<file path="src/rtl/noc_port_vc_allocator_if.sv">
// ---------------------------------------------------------------------------
// noc_port_vc_allocator_if
// Control handshake between the input-VC route selectors of a router and the
// VC allocator that owns one output port.
//   request         : requester r has a valid flit for this output port
//   free            : requester r flit accepted downstream (ready)
//   start_of_packet : requester r presents a header flit
//   end_of_packet   : requester r tail flit transferred this cycle
//   grant           : one-hot (or zero) owner of the output link
//   busy            : output link locked to a packet
//   stall_err       : sticky stall indication
// master = route-selector side, slave = allocator side.
// ---------------------------------------------------------------------------
interface noc_port_vc_allocator_if #(
    parameter int NUM_REQ = 20
);
    logic [NUM_REQ-1:0] request;
    logic [NUM_REQ-1:0] free;
    logic [NUM_REQ-1:0] start_of_packet;
    logic [NUM_REQ-1:0] end_of_packet;
    logic [NUM_REQ-1:0] grant;
    logic               busy;
    logic               stall_err;

    modport master (
        output request, free, start_of_packet, end_of_packet,
        input  grant, busy, stall_err
    );

    modport slave (
        input  request, free, start_of_packet, end_of_packet,
        output grant, busy, stall_err
    );
endinterface

</file>
<file path="src/rtl/noc_port_vc_allocator.sv">
// ---------------------------------------------------------------------------
// noc_port_vc_allocator
// Per-output-port wormhole allocator. Grants the output link to one header
// requester at a time (round-robin), holds the grant until that requester's
// tail flit, and flags a sticky error if the owner stalls too long.
// Ports:
//   noc_clk   : clock
//   noc_rst_n : asynchronous active-low reset
//   ctrl_if   : slave side of the allocator handshake (request/free/
//               start_of_packet/end_of_packet in, grant/busy/stall_err out)
// ---------------------------------------------------------------------------
module noc_port_vc_allocator #(
    parameter int NUM_REQ     = 20,
    parameter int STALL_LIMIT = 255
) (
    input  logic                     noc_clk,
    input  logic                     noc_rst_n,
    noc_port_vc_allocator_if.slave   ctrl_if
);
    localparam int IDX_W = (NUM_REQ > 1) ? $clog2(NUM_REQ) : 1;
    localparam int CNT_W = $clog2(STALL_LIMIT + 1);
    localparam logic [NUM_REQ-1:0] ONE_LSB   = {{(NUM_REQ-1){1'b0}}, 1'b1};
    localparam logic [CNT_W-1:0]   CNT_LIMIT = CNT_W'(STALL_LIMIT);

    typedef enum logic [0:0] {
        ST_IDLE   = 1'b0,
        ST_LOCKED = 1'b1
    } state_t;

    // Round-robin search starting at ptr; returns {found, index}. The loop
    // runs from the far end back to ptr so the last hit is the first in order.
    function automatic logic [IDX_W:0] rr_pick(input logic [NUM_REQ-1:0] elig,
                                               input logic [IDX_W-1:0]   ptr);
        logic [IDX_W:0]   res;
        logic [IDX_W-1:0] idx_v;
        int               idx;
        res = {(IDX_W+1){1'b0}};
        for (int i = NUM_REQ - 1; i >= 0; i--) begin
            idx = int'(ptr) + i;
            if (idx >= NUM_REQ) begin
                idx = idx - NUM_REQ;
            end else begin
                idx = idx;
            end
            idx_v = idx[IDX_W-1:0];
            if (elig[idx_v]) begin
                res = {1'b1, idx_v};
            end else begin
                res = res;
            end
        end
        return res;
    endfunction

    // Index following i, wrapping at NUM_REQ.
    function automatic logic [IDX_W-1:0] next_idx(input logic [IDX_W-1:0] i);
        if (i == IDX_W'(NUM_REQ - 1)) begin
            return {IDX_W{1'b0}};
        end else begin
            return i + IDX_W'(1);
        end
    endfunction

    state_t             state_q,  state_d;
    logic [NUM_REQ-1:0] grant_q,  grant_d;
    logic [IDX_W-1:0]   winner_q, winner_d;
    logic [IDX_W-1:0]   ptr_q,    ptr_d;
    logic [CNT_W-1:0]   cnt_q,    cnt_d;
    logic               err_q,    err_d;

    logic [NUM_REQ-1:0] elig_s;
    logic [IDX_W:0]     pick_s;
    logic               pick_found_s;
    logic [IDX_W-1:0]   pick_idx_s;

    // Eligible headers; the current owner is masked so a release can hand over
    // to someone else in the same cycle (grant_q is zero while idle).
    assign elig_s       = ctrl_if.request & ctrl_if.start_of_packet & ~grant_q;
    assign pick_s       = rr_pick(elig_s, ptr_q);
    assign pick_found_s = pick_s[IDX_W];
    assign pick_idx_s   = pick_s[IDX_W-1:0];

    // Next-state, grant, pointer and stall-counter logic.
    always_comb begin
        state_d  = state_q;
        grant_d  = grant_q;
        winner_d = winner_q;
        ptr_d    = ptr_q;
        cnt_d    = cnt_q;
        err_d    = err_q;
        case (state_q)
            ST_IDLE: begin
                cnt_d = {CNT_W{1'b0}};
                if (pick_found_s) begin
                    grant_d  = ONE_LSB << pick_idx_s;
                    winner_d = pick_idx_s;
                    ptr_d    = next_idx(pick_idx_s);
                    state_d  = ST_LOCKED;
                end else begin
                    grant_d  = {NUM_REQ{1'b0}};
                end
            end
            ST_LOCKED: begin
                if (ctrl_if.end_of_packet[winner_q]) begin
                    cnt_d = {CNT_W{1'b0}};
                    if (pick_found_s) begin
                        grant_d  = ONE_LSB << pick_idx_s;
                        winner_d = pick_idx_s;
                        ptr_d    = next_idx(pick_idx_s);
                    end else begin
                        grant_d  = {NUM_REQ{1'b0}};
                        state_d  = ST_IDLE;
                    end
                end else if (ctrl_if.free[winner_q]) begin
                    cnt_d = {CNT_W{1'b0}};
                end else if (ctrl_if.request[winner_q] && (cnt_q != CNT_LIMIT)) begin
                    cnt_d = cnt_q + CNT_W'(1);
                end else begin
                    cnt_d = cnt_q;
                end
            end
            default: begin
                state_d = ST_IDLE;
                grant_d = {NUM_REQ{1'b0}};
                cnt_d   = {CNT_W{1'b0}};
            end
        endcase
        // Counter only reaches the limit on a stalled locked cycle.
        if (cnt_d == CNT_LIMIT) begin
            err_d = 1'b1;
        end else begin
            err_d = err_q;
        end
    end

    // State and output registers; reset drops the grant immediately.
    always_ff @(posedge noc_clk or negedge noc_rst_n) begin
        if (!noc_rst_n) begin
            state_q  <= ST_IDLE;
            grant_q  <= {NUM_REQ{1'b0}};
            winner_q <= {IDX_W{1'b0}};
            ptr_q    <= {IDX_W{1'b0}};
            cnt_q    <= {CNT_W{1'b0}};
            err_q    <= 1'b0;
        end else begin
            state_q  <= state_d;
            grant_q  <= grant_d;
            winner_q <= winner_d;
            ptr_q    <= ptr_d;
            cnt_q    <= cnt_d;
            err_q    <= err_d;
        end
    end

    assign ctrl_if.grant     = grant_q;
    assign ctrl_if.busy      = (state_q == ST_LOCKED);
    assign ctrl_if.stall_err = err_q;

endmodule
</file>
<file path="src/flat_wrapper.sv">
// flat-port wrapper written by rule: the top's interface ports become plain ports
module noc_port_vc_allocator_flat 
#(
    parameter int NUM_REQ     = 20,
    parameter int STALL_LIMIT = 255
)
  (noc_clk, noc_rst_n, ctrl_if_request, ctrl_if_free, ctrl_if_start_of_packet, ctrl_if_end_of_packet, ctrl_if_grant, ctrl_if_busy, ctrl_if_stall_err);
  noc_port_vc_allocator_if #(.NUM_REQ(NUM_REQ)) ctrl_if_i ();
  input  logic noc_clk;
  input  logic noc_rst_n;
  input wire logic [$bits(ctrl_if_i.request)-1:0] ctrl_if_request;
  input wire logic [$bits(ctrl_if_i.free)-1:0] ctrl_if_free;
  input wire logic [$bits(ctrl_if_i.start_of_packet)-1:0] ctrl_if_start_of_packet;
  input wire logic [$bits(ctrl_if_i.end_of_packet)-1:0] ctrl_if_end_of_packet;
  output wire logic [$bits(ctrl_if_i.grant)-1:0] ctrl_if_grant;
  output wire logic [$bits(ctrl_if_i.busy)-1:0] ctrl_if_busy;
  output wire logic [$bits(ctrl_if_i.stall_err)-1:0] ctrl_if_stall_err;
  assign ctrl_if_i.request = ctrl_if_request;
  assign ctrl_if_i.free = ctrl_if_free;
  assign ctrl_if_i.start_of_packet = ctrl_if_start_of_packet;
  assign ctrl_if_i.end_of_packet = ctrl_if_end_of_packet;
  assign ctrl_if_grant = ctrl_if_i.grant;
  assign ctrl_if_busy = ctrl_if_i.busy;
  assign ctrl_if_stall_err = ctrl_if_i.stall_err;
  noc_port_vc_allocator #(.NUM_REQ(NUM_REQ), .STALL_LIMIT(STALL_LIMIT)) u_core (.noc_clk(noc_clk), .noc_rst_n(noc_rst_n), .ctrl_if(ctrl_if_i));
endmodule
</file>
<file path="config.mk">
export PLATFORM = sky130hd
export DESIGN_NAME = noc_port_vc_allocator_flat
export DESIGN_NICKNAME = d
export VERILOG_FILES = /design/src/rtl/noc_port_vc_allocator_if.sv /design/src/rtl/noc_port_vc_allocator.sv /design/src/flat_wrapper.sv
export SDC_FILE = /design/constraint.sdc
export NUM_CORES = 1
export LEC_CHECK = 0
export ABC_AREA = 1
export CORE_MARGIN = 5
export CORE_UTILIZATION = 60
export CTS_BUF_LIST = sky130_fd_sc_hd__clkbuf_16
export DETAILED_ROUTE_END_ITERATION = 10
export PLACE_DENSITY = 0.89
export SLEW_MARGIN = 20
export SYNTH_ARGS = -nofsm -noshare
export SYNTH_HDL_FRONTEND = slang
export SYNTH_SLANG_ARGS = --single-unit
export TNS_END_PERCENT = 5
</file>
<file path="constraint.sdc">
create_clock -name noc_clk -period 8.7 [get_ports noc_clk]
set_input_delay 1.305 -clock noc_clk [delete_from_list [all_inputs] [get_ports noc_clk]]
set_output_delay 1.305 -clock noc_clk [all_outputs]
set_load 0.05 [all_outputs]
</file>
==> impl_results.md <==
* Die H at about 120 um
* Total GRT Usage at between 30 and 40%
* Crit-path max cell delay at between 900 and 1000 ps
* Worst r2r src: u_core.ptr_q[0]
* HP Class: flip-flop to flip-flop
* H-tree levels at 2
* Drt wl/cell at 17.2 um
* GPL Wtd Cong at between 1 and 1.5
* Layout Utilization at roughly 70%
* Antenna diodes at 0
* FP Rows at 40
* Crit path to: u_core.ptr_q[2]
* Cell with the largest stage delay on the worst path: dfrtp_1
* Final instance area at 8730 sq um
* CTS resizes at 0
* Critical Path Start Type: flip-flop
* Width of the die at 122 um
* Root Buffer: clkbuf_16
* Area Growth Syn to Fin at 16.4%
* Placement Setup Slack at between 3000 and 4000 ps
* Hold buffers post-CTS at 0
* Vias in the first global route at roughly 8600
* Synthesized Nets at ~1400
* Critical-path maximum fanout at 39
* Sink Count at 40
* Total grt overflow at 0
* Final TNS setup at 0 ps
* Flop-to-flop setup slack at between 3000 and 4000 ps
* CP startpoint: u_core.ptr_q[0]
* Most common cell after layout, fill and taps aside: nand2_1
* Asr flop ratio synth at 100%
* Initial DRT Pass Iterations at 5
* Crit Path Category: flip-flop to flip-flop
* Yosys reg bits at 40
* YS warnings at 0
* Number of flops mapped to enable cells by yosys at 0
* Worst reg-to-reg path cell count at 37
* Maximum clock frequency at around 180 MHz
* Post-route DRC at 0
* Crit path DAT at a little under 6000 ps
* Final nets at 1508
* Post-Synthesis Cell Area at about 7500 sq um
* Layout filler cell count at roughly 1100
* Clock buffer depth at 2
* Sequential area share after synthesis at 13.4%
* Synth unique cells at 64
* Placed Area at 8570 sq um
* Setup WS post-layout at between 3000 and 4000 ps
* Slew @ Worst Pin at 909 ps
* Initial DRC Count at slightly below 800
* Largest net degree at the start of global routing at 41
* First-pass GRT wire length at between 40000 and 50000 um
* Crit. End Element: flip-flop
* Final WL at 26500 um
* Clock Skew at between 5 and 6 ps
* Total core area at ~12000 sq um
* Synth Flop Type: dfrtp_1
* Clk slew on worst S/H paths at approximately 60 ps
* RR Endpoint: u_core.ptr_q[2]
* Most frequent cells in the layout: nand2_1 (409), inv_1 (146), o21ai_0 (107)
* Hpwl dp at approximately 21000 um
* CTS tree: built
* Critical Path RT at about 8900 ps
* Ports at approximately 100
* Initial antenna violation count at 0
* Initial Util at between 60% and 70%
* Post-Syn Instances at about 1300
* Min cycle time layout at between 5000 and 6000 ps
* IO Port Bufs at 103
* Number of CTS-inserted buffers at 5
* DRT antenna net count at 0
* Via Count at 9100
* Vias/cell at 5.89
* Final hold vios at 0
* Fraction of layout cells with a size suffix above 1 at under 10%
* Die ar. at 14800 sq um
* Status: complete, no violations
* Worst-skew pair later-pin latency at 290 ps
* RSZ-0062 raised after global routing: false
* Critical Path Most Common Cell: nand2_1
* Synthesized area per cell at 5.79 sq um
* Final Max Tran Viols at 0
* Post-CTS setup buffers at 0
* Final setup viols at 0
* Worst hold path startpoint: u_core.ctrl_if.grant[9]
* Final period util at between 60% and 70%
* Max-cap viol count at 0
* Worst slew margin at approximately 40%
[per-stage QoR]
step                hold slack [ps]  instances
global route                    555       1546
finish                          524       1546
global placement                503       1538
CTS                             520       1546
detailed placement              504       1538
floorplan                       518       1295
[logic make-up (layout without fill, tap and decap cells)]
kind of cell / Yosys count / count (layout) / share of synthesized area (%)
xor+xnor: 37 / 37 / 5.62
mux: 1 / 1 / 0.134
fa+ha+maj: 49 / 49 / 8.28
flops: 40 / 40 / 13.4
buf+inv: 221 / 304 / 12.2
compound gates: 282 / 282 / 22.4
simple gates: 665 / 665 / 38.0
[registers in the layout (all words and copies together) (netlist names)]
register / count
u_core.ctrl_if.busy: 1
u_core.cnt_q: 8
u_core.ptr_q: 5
u_core.ctrl_if.grant: 20
u_core.ctrl_if.stall_err: 1
u_core.winner_q: 5
[worst max-delay path: cells and delay by family (launching register included)]
family                   cells  cell delay [ps]
AND/OR/NAND/NOR             26             2100
flip-flops                   1              910
buffers and inverters        4              830
XOR/XNOR                     2              780
adder cells (fa/ha/maj)      2              640
AO/OA/AOI/OAI                3              270
[metal layers]
layer / vias up / GRT usage, % / routed length, um
met5: - / 0 / 0
met4: 0 / 22.3 / 1860
met3: 131 / 6.08 / 2730
met2: 531 / 60.5 / 12200
met1: 4084 / 41.2 / 9730
li1: 4354 / - / -
[area by class of cell]
cell class | instances | area [sq um] | area share (%)
repair buffers | 107 | 1060 | 12.1
multi-input cells | 1034 | 5580 | 63.9
well taps | 168 | 210 | 2.41
clock inverters | 3 | 38.8 | 0.444
inverters | 189 | 717 | 8.21
flip-flops and latches | 40 | 1000 | 11.5
clock buffers | 5 | 125 | 1.43
[cells in the mapped netlist, drive strengths merged (4+ instances only)]
cell type  number  area [sq um]
o21ai         161           836
ha             48           601
o211ai         10          75.1
xor2           30           334
o31ai           7          72.6
o221ai          7          61.3
o22ai          11          68.8
inv           188           713
nor4            6          43.8
buf            20           153
clkbuf         12          45.0
a21oi          63           357
dfrtp          40          1000
nor3           20           105
nand2         442          1760
nor2           96           385
nand3b          4          30.0
nand3          76           390
or2             7          43.8
nand4          11          68.8
xnor2           7          87.6
[how the worst min path moves through the flow]
stage | endpoint | slack (ps) | cells past startpoint
2_1_floorplan | u_core.winner_q[4] | 520 | 2
3_3_place_gp | u_core.ctrl_if.grant[5] | 500 | 2
3_5_place_dp | u_core.ctrl_if.grant[5] | 500 | 2
4_1_cts | u_core.ctrl_if.grant[5] | 520 | 2
5_1_grt | u_core.ctrl_if.grant[9] | 550 | 2
6_report | u_core.ctrl_if.grant[9] | 520 | 2
Power is left out: the tool's default activity adds up to more than one toggle a clock period on the data nets, which glitch-free logic cannot reach.
